### src/rtl/mem_access_unit.sv
// MEM stage: turns EX-stage loads/stores into a req/ack data-memory handshake and loads the MEM/WB register.
// Optional feature: define ACCESS_TIMEOUT_EN to abandon accesses whose ack does not arrive within TIMEOUT_CYCLES.
module mem_access_unit #(
  parameter int unsigned TIMEOUT_CYCLES = 255
) (
  input  logic        clk,
  input  logic        reset,
  input  logic        regwBooleanIN,
  input  logic        memwBooleanIN,
  input  logic        MemrBooleanIN,
  input  logic [31:0] AIN,
  input  logic [31:0] ALUResultIN,
  input  logic [3:0]  regselectordestIN,
  output logic        stall,
  output logic        mem_req,
  output logic        mem_we,
  output logic [31:0] mem_addr,
  output logic [31:0] mem_wdata,
  input  logic [31:0] mem_rdata,
  input  logic        mem_ack,
  output logic        regwBooleanWB,
  output logic        MemtoRegWB,
  output logic [31:0] ReadDataWB,
  output logic [31:0] ALUResultWB,
  output logic [3:0]  regselectordestWB,
  output logic        misalign_err,
  output logic        timeout_err
);

  typedef enum logic {IDLE = 1'b0, ACCESS = 1'b1} state_t;

  state_t      state_q, state_d;
  logic [31:0] addr_q, addr_d;
  logic [31:0] wdata_q, wdata_d;
  logic        we_q, we_d;
  logic        regw_q, regw_d;
  logic [3:0]  dest_q, dest_d;

  logic        wb_regw_q, wb_regw_d;
  logic        wb_m2r_q, wb_m2r_d;
  logic [31:0] wb_rdata_q, wb_rdata_d;
  logic [31:0] wb_alu_q, wb_alu_d;
  logic [3:0]  wb_dest_q, wb_dest_d;
  logic        mis_q, mis_d;

  logic        stall_c;
  logic        mem_op;
  logic        aligned;

`ifdef ACCESS_TIMEOUT_EN
  localparam logic [7:0] TO_LAST = 8'(TIMEOUT_CYCLES - 1);
  logic [7:0]  cnt_q, cnt_d;
  logic        to_q, to_d;
`else
  logic        cfg_unused;
  assign cfg_unused = |8'(TIMEOUT_CYCLES);
`endif

  assign mem_op  = memwBooleanIN | MemrBooleanIN;
  assign aligned = (ALUResultIN[1:0] == 2'b00);

  always_comb begin
    state_d    = state_q;
    addr_d     = addr_q;
    wdata_d    = wdata_q;
    we_d       = we_q;
    regw_d     = regw_q;
    dest_d     = dest_q;
    wb_regw_d  = 1'b0;
    wb_m2r_d   = 1'b0;
    wb_rdata_d = wb_rdata_q;
    wb_alu_d   = wb_alu_q;
    wb_dest_d  = wb_dest_q;
    mis_d      = 1'b0;
    stall_c    = 1'b0;
`ifdef ACCESS_TIMEOUT_EN
    cnt_d      = cnt_q;
    to_d       = 1'b0;
`endif
    case (state_q)
      IDLE: begin
        if (mem_op && !aligned) begin
          mis_d = 1'b1;
        end else if (mem_op) begin
          addr_d  = ALUResultIN;
          wdata_d = AIN;
          we_d    = memwBooleanIN;
          regw_d  = regwBooleanIN;
          dest_d  = regselectordestIN;
          stall_c = 1'b1;
          state_d = ACCESS;
`ifdef ACCESS_TIMEOUT_EN
          cnt_d   = 8'd0;
`endif
        end else begin
          wb_regw_d = regwBooleanIN;
          wb_alu_d  = ALUResultIN;
          wb_dest_d = regselectordestIN;
        end
      end
      ACCESS: begin
        stall_c = !mem_ack;
        if (mem_ack) begin
          state_d   = IDLE;
          wb_regw_d = we_q ? 1'b0 : regw_q;
          wb_m2r_d  = !we_q;
          wb_alu_d  = addr_q;
          wb_dest_d = dest_q;
          if (!we_q) wb_rdata_d = mem_rdata;
        end
`ifdef ACCESS_TIMEOUT_EN
        else if (cnt_q == TO_LAST) begin
          // Release the EX register in the expiry cycle so the abandoned op is dropped, not retried.
          stall_c = 1'b0;
          state_d = IDLE;
          to_d    = 1'b1;
          cnt_d   = 8'd0;
        end else begin
          cnt_d = cnt_q + 8'd1;
        end
`endif
      end
      default: state_d = IDLE;
    endcase
  end

  always_ff @(posedge clk or negedge reset) begin
    if (!reset) begin
      state_q    <= IDLE;
      addr_q     <= '0;
      wdata_q    <= '0;
      we_q       <= 1'b0;
      regw_q     <= 1'b0;
      dest_q     <= '0;
      wb_regw_q  <= 1'b0;
      wb_m2r_q   <= 1'b0;
      wb_rdata_q <= '0;
      wb_alu_q   <= '0;
      wb_dest_q  <= '0;
      mis_q      <= 1'b0;
`ifdef ACCESS_TIMEOUT_EN
      cnt_q      <= '0;
      to_q       <= 1'b0;
`endif
    end else begin
      state_q    <= state_d;
      addr_q     <= addr_d;
      wdata_q    <= wdata_d;
      we_q       <= we_d;
      regw_q     <= regw_d;
      dest_q     <= dest_d;
      wb_regw_q  <= wb_regw_d;
      wb_m2r_q   <= wb_m2r_d;
      wb_rdata_q <= wb_rdata_d;
      wb_alu_q   <= wb_alu_d;
      wb_dest_q  <= wb_dest_d;
      mis_q      <= mis_d;
`ifdef ACCESS_TIMEOUT_EN
      cnt_q      <= cnt_d;
      to_q       <= to_d;
`endif
    end
  end

  // Stall is combinational from EX inputs, so reset must mask it directly.
  assign stall             = reset & stall_c;
  assign mem_req           = (state_q == ACCESS);
  assign mem_we            = we_q;
  assign mem_addr          = addr_q;
  assign mem_wdata         = wdata_q;
  assign regwBooleanWB     = wb_regw_q;
  assign MemtoRegWB        = wb_m2r_q;
  assign ReadDataWB        = wb_rdata_q;
  assign ALUResultWB       = wb_alu_q;
  assign regselectordestWB = wb_dest_q;
  assign misalign_err      = mis_q;
`ifdef ACCESS_TIMEOUT_EN
  assign timeout_err       = to_q;
`else
  assign timeout_err       = 1'b0;
`endif

endmodule

### config.mk
export PLATFORM = sky130hd
export DESIGN_NAME = mem_access_unit
export DESIGN_NICKNAME = d
export VERILOG_FILES = /design/src/rtl/mem_access_unit.sv
export SDC_FILE = /design/constraint.sdc
export NUM_CORES = 1
export LEC_CHECK = 0
export ABC_AREA = 1
export CAP_MARGIN = 40
export CORE_MARGIN = 2
export CORE_UTILIZATION = 32
export CTS_CLUSTER_DIAMETER = 50
export CTS_CLUSTER_SIZE = 14
export DETAILED_ROUTE_END_ITERATION = 10
export GPL_ROUTABILITY_DRIVEN = 0
export SLEW_MARGIN = 20
export SYNTH_ARGS = -nofsm -noshare
export SYNTH_HDL_FRONTEND = slang
export SYNTH_SLANG_ARGS = --single-unit
### constraint.sdc
create_clock -name clk -period 3.9 [get_ports clk]
set_clock_uncertainty 0.15 [all_clocks]
set_input_delay 0.975 -clock clk [delete_from_list [all_inputs] [get_ports clk]]
set_output_delay 0.975 -clock clk [all_outputs]
set_load 0.005 [all_outputs]
==> results.yml <==
route:
  route.antenna.remaining_nets: 0
  drc: 0
  vias: 5776
  viasPerCell: 4.79
  detail_route.iter0.violations: 281
  detail_route.wl_per_cell_um: 16.0
  drt_pre_antenna_iters: 4
  total_routed_wirelength_um: 19300
sta:
  max-slew-margin-rel_pct: 43.2
  tightestPinTransition_ns: 0.851
  finalSetupViolCount: 0
  report.final.hold_viol_count: 0
  rsz0062_at_grt: "false"
  post-route-period-util_pct: 90.2
  fin_crit_ns: 3.52
  final_number_of_max_transition_violations: 0
  clock.fmax_mhz: 284
  sum_of_negative_setup_slack_ns: 0
  worst_hold_slack_ns: 0.264
placement:
  post_dp_hpwl_um: 12000
  placedInstanceArea_um2: 8680
  portBuffers: 243
logic_synthesis:
  post_synth_inst_count: 738
  synth.area.top_cells: "sky130_fd_sc_hd__dfrtp_1, sky130_fd_sc_hd__nand2_1, sky130_fd_sc_hd__nand4_1"
  synth_top_area_share_pct: 58.2
  synth.yosys.seq_area_share_pct: 58.2
  yosys_warnings: 0
  synthesis.area_um2: 6110
  synth_fp_nets: 844
  fraction_of_the_mapped_netlist_area_in_adder_cells_pct: 0
  synth.lib_cells_used.distinct: 16
  yosys_register_bits: 142
  synth_top_family_by_area: "simple AND/OR/NAND/NOR gates"
  synth.avg_cell_area_um2: 8.28
  synth-xor-area-share_pct: 0
  synth_top_area_cell: "sky130_fd_sc_hd__dfrtp_1"
  synth-simple-area-share_pct: 36.4
  muxShareOfSynthArea_pct: 0
  synth_area_in_compound_gates_pct: 0.0820
setup_path:
  worst-endpoint-required_ns: 2.77
  worst-path-max-fanout: 3
  worstSetupPathType: "in2out"
  arrival_ns: 2.39
  critical_path.startpoint: "ALUResultIN[1]"
  start_kind: "primary input"
  endpoint_kind: "output port"
  r2r_start: "mem_req$_DFF_PN0_"
  reg2reg_depth: 7
  timing.critical_path.to: "stall"
  worst_r2r_endpoint: "ReadDataWB[4]$_DFFE_PN0P_"
  worst-r2r-setup-slack_ns: 1.65
global_routing:
  grt_max_degree: 69
  grt_pass1_vias: 5492
  number_of_antenna_violations_at_the_first_check_in_global_routing: 0
  total_global_routing_track_utilization_pct: 19.3
  global_route.overflow_total: 0
  grt_pass1_wl_um: 30400
cts:
  clkLatencyLatePin_ns: 0.42
  clock_tree.root_cell: "sky130_fd_sc_hd__clkbuf_16"
  cts.htree.levels: 4
  clk_pin_slew_ns: 0.06
  ctsResizeCount: 0
  cts_post_setup_buffers_inserted: 0
  clkSinkCount: 142
  number_of_buffers_between_clock_root_and_the_deepest_sink: 2
  cts_buffers: 17
  cts.hold.buffers_added: 0
  cts_tree: "done"
min_path:
  timing.hold.worst.class: "in2async"
die:
  chipHeight_um: 142
  die_area_um2: 20200
  std_cell_rows: 50
  initial_utilization_pct: 32.6
  top_level_ports: 245
  die_w_um: 142
  core_area_um2: 18700
power_and_ir_drop:
  power.ir.vdd_worst_v: 0.000517
  p_leak_uw: 0.00464
  power-per-cell-area_nw_per_um2: 686
finish:
  share_of_cells_above_drive_strength_1_pct: 5.65
  layout.nets: 1066
  finish.instance_area_um2: 9360
  num_antenna_cells: 0
  fillerInstances: 1823
  synthToLayoutAreaGrowth_pct: 53.3
status:
  outcome: "completed"
job:
  maxCapViolations: 0
==> where the power goes <==
| group | total, uW | internal (uW) | switching (uW) |
|---|---|---|---|
| combinational | 2320 | 1320 | 997 |
| clock | 1740 | 1090 | 649 |
| sequential | 2370 | 2040 | 325 |
| total | 6430 | 4450 | 1970 |
==> how the worst min path moves through the flow <==
stage | slack, ns | depth (start not counted) | start | endpoint
after floorplan | 0.29 | 2 | dest_q[0]$_DFFE_PN0P_ | dest_q[0]$_DFFE_PN0P_
after global placement | 0.30 | 2 | regw_q$_DFFE_PN0P_ | regwBooleanWB$_DFF_PN0_
after detailed placement | 0.31 | 2 | ReadDataWB[24]$_DFFE_PN0P_ | ReadDataWB[24]$_DFFE_PN0P_
after CTS | 0.26 | 1 | reset | ReadDataWB[5]$_DFFE_PN0P_
after global routing | 0.26 | 1 | reset | ReadDataWB[5]$_DFFE_PN0P_
final | 0.26 | 1 | reset | ReadDataWB[3]$_DFFE_PN0P_
==> cells by family (layout without fill, tap and decap cells) <==
| family | after synthesis | count (layout) |
|---|---|---|
| DFF | 142 | 142 |
| and+or+nand+nor | 532 | 532 |
| buffers and inverters | 62 | 297 |
| other | 1 | 1 |
| AOI/OAI and AO/OA | 1 | 1 |
==> metrics by stage <==
step | total power, uW | util [%] | setup WS (ns) | instances
after floorplan | 3200 | - | 1.25 | 738
after global placement | 4700 | 46.3 | 0.426 | 1172
after detailed placement | 4730 | 46.4 | 0.395 | 1173
after CTS | 6510 | 49.8 | 0.382 | 1205
after global routing | 6860 | 50.1 | 0.262 | 1207
final | 6430 | 50.1 | 0.382 | 1207
==> final cells by class <==
cell class	count	area (um2)	area share, %
well taps	234	293	3.13
flip-flops and latches	142	3550	38.0
multi-input cells	534	2260	24.1
clock inverters	12	183	1.95
repair buffers	257	2600	27.8
inverters	8	32.5	0.347
clock buffers	20	447	4.77
==> cell usage after synthesis <==
master                     count
sky130_fd_sc_hd__nand2_2       1
sky130_fd_sc_hd__nor2_1        3
sky130_fd_sc_hd__nor2_2        2
sky130_fd_sc_hd__inv_2         1
sky130_fd_sc_hd__buf_6         3
sky130_fd_sc_hd__inv_1         6
sky130_fd_sc_hd__clkbuf_1     11
sky130_fd_sc_hd__nand4_1      67
sky130_fd_sc_hd__o21ai_1       1
sky130_fd_sc_hd__buf_4         6
sky130_fd_sc_hd__nand3_1      40
sky130_fd_sc_hd__inv_4         1
sky130_fd_sc_hd__buf_2        34
sky130_fd_sc_hd__dfrtp_1     142
sky130_fd_sc_hd__nand2_1     419
sky130_fd_sc_hd__conb_1        1
==> critical path: stages <==
cell	delay [ns]
sky130_fd_sc_hd__clkdlybuf4s50_1	0.48
sky130_fd_sc_hd__o21ai_1	0.21
sky130_fd_sc_hd__nand3_1	0.12
sky130_fd_sc_hd__nor2_1	0.10
sky130_fd_sc_hd__clkdlybuf4s50_1	0.50
==> sequential cells by signal, indices dropped and copies added, names as in the netlist <==
signal,cells
mem_addr,32
misalign_err,1
ReadDataWB,32
ALUResultWB,32
regselectordestWB,4
mem_req,1
regw_q,1
mem_wdata,32
regwBooleanWB,1
dest_q,4
mem_we,1
MemtoRegWB,1
==> layer usage <==
layer	vias to the layer above	share of wire, %	track usage [%]
met4	0	1.4	5.58
met5	-	0	0
met2	211	44	28.9
met1	2741	45	25.9
li1	2805	-	-
met3	19	9.2	7.37
==> cells in the final DEF, fill, tap and decap left out, types with 2 or more instances in the layout <==
cell | Yosys | final
sky130_fd_sc_hd__nand2_1 | 419 | 416
sky130_fd_sc_hd__clkdlybuf4s50_1 | 0 | 242
sky130_fd_sc_hd__dfrtp_1 | 142 | 141
sky130_fd_sc_hd__nand4_1 | 67 | 67
sky130_fd_sc_hd__nand3_1 | 40 | 39
sky130_fd_sc_hd__clkbuf_16 | 0 | 17
sky130_fd_sc_hd__buf_4 | 6 | 11
sky130_fd_sc_hd__inv_1 | 6 | 6
sky130_fd_sc_hd__nand2_2 | 1 | 4
sky130_fd_sc_hd__bufinv_16 | 0 | 4
sky130_fd_sc_hd__nor2_1 | 3 | 3
sky130_fd_sc_hd__clkinvlp_4 | 0 | 3
sky130_fd_sc_hd__inv_6 | 0 | 3
sky130_fd_sc_hd__buf_16 | 0 | 3
sky130_fd_sc_hd__clkbuf_1 | 11 | 2
Note: power is estimated with default switching activity, not from simulation.
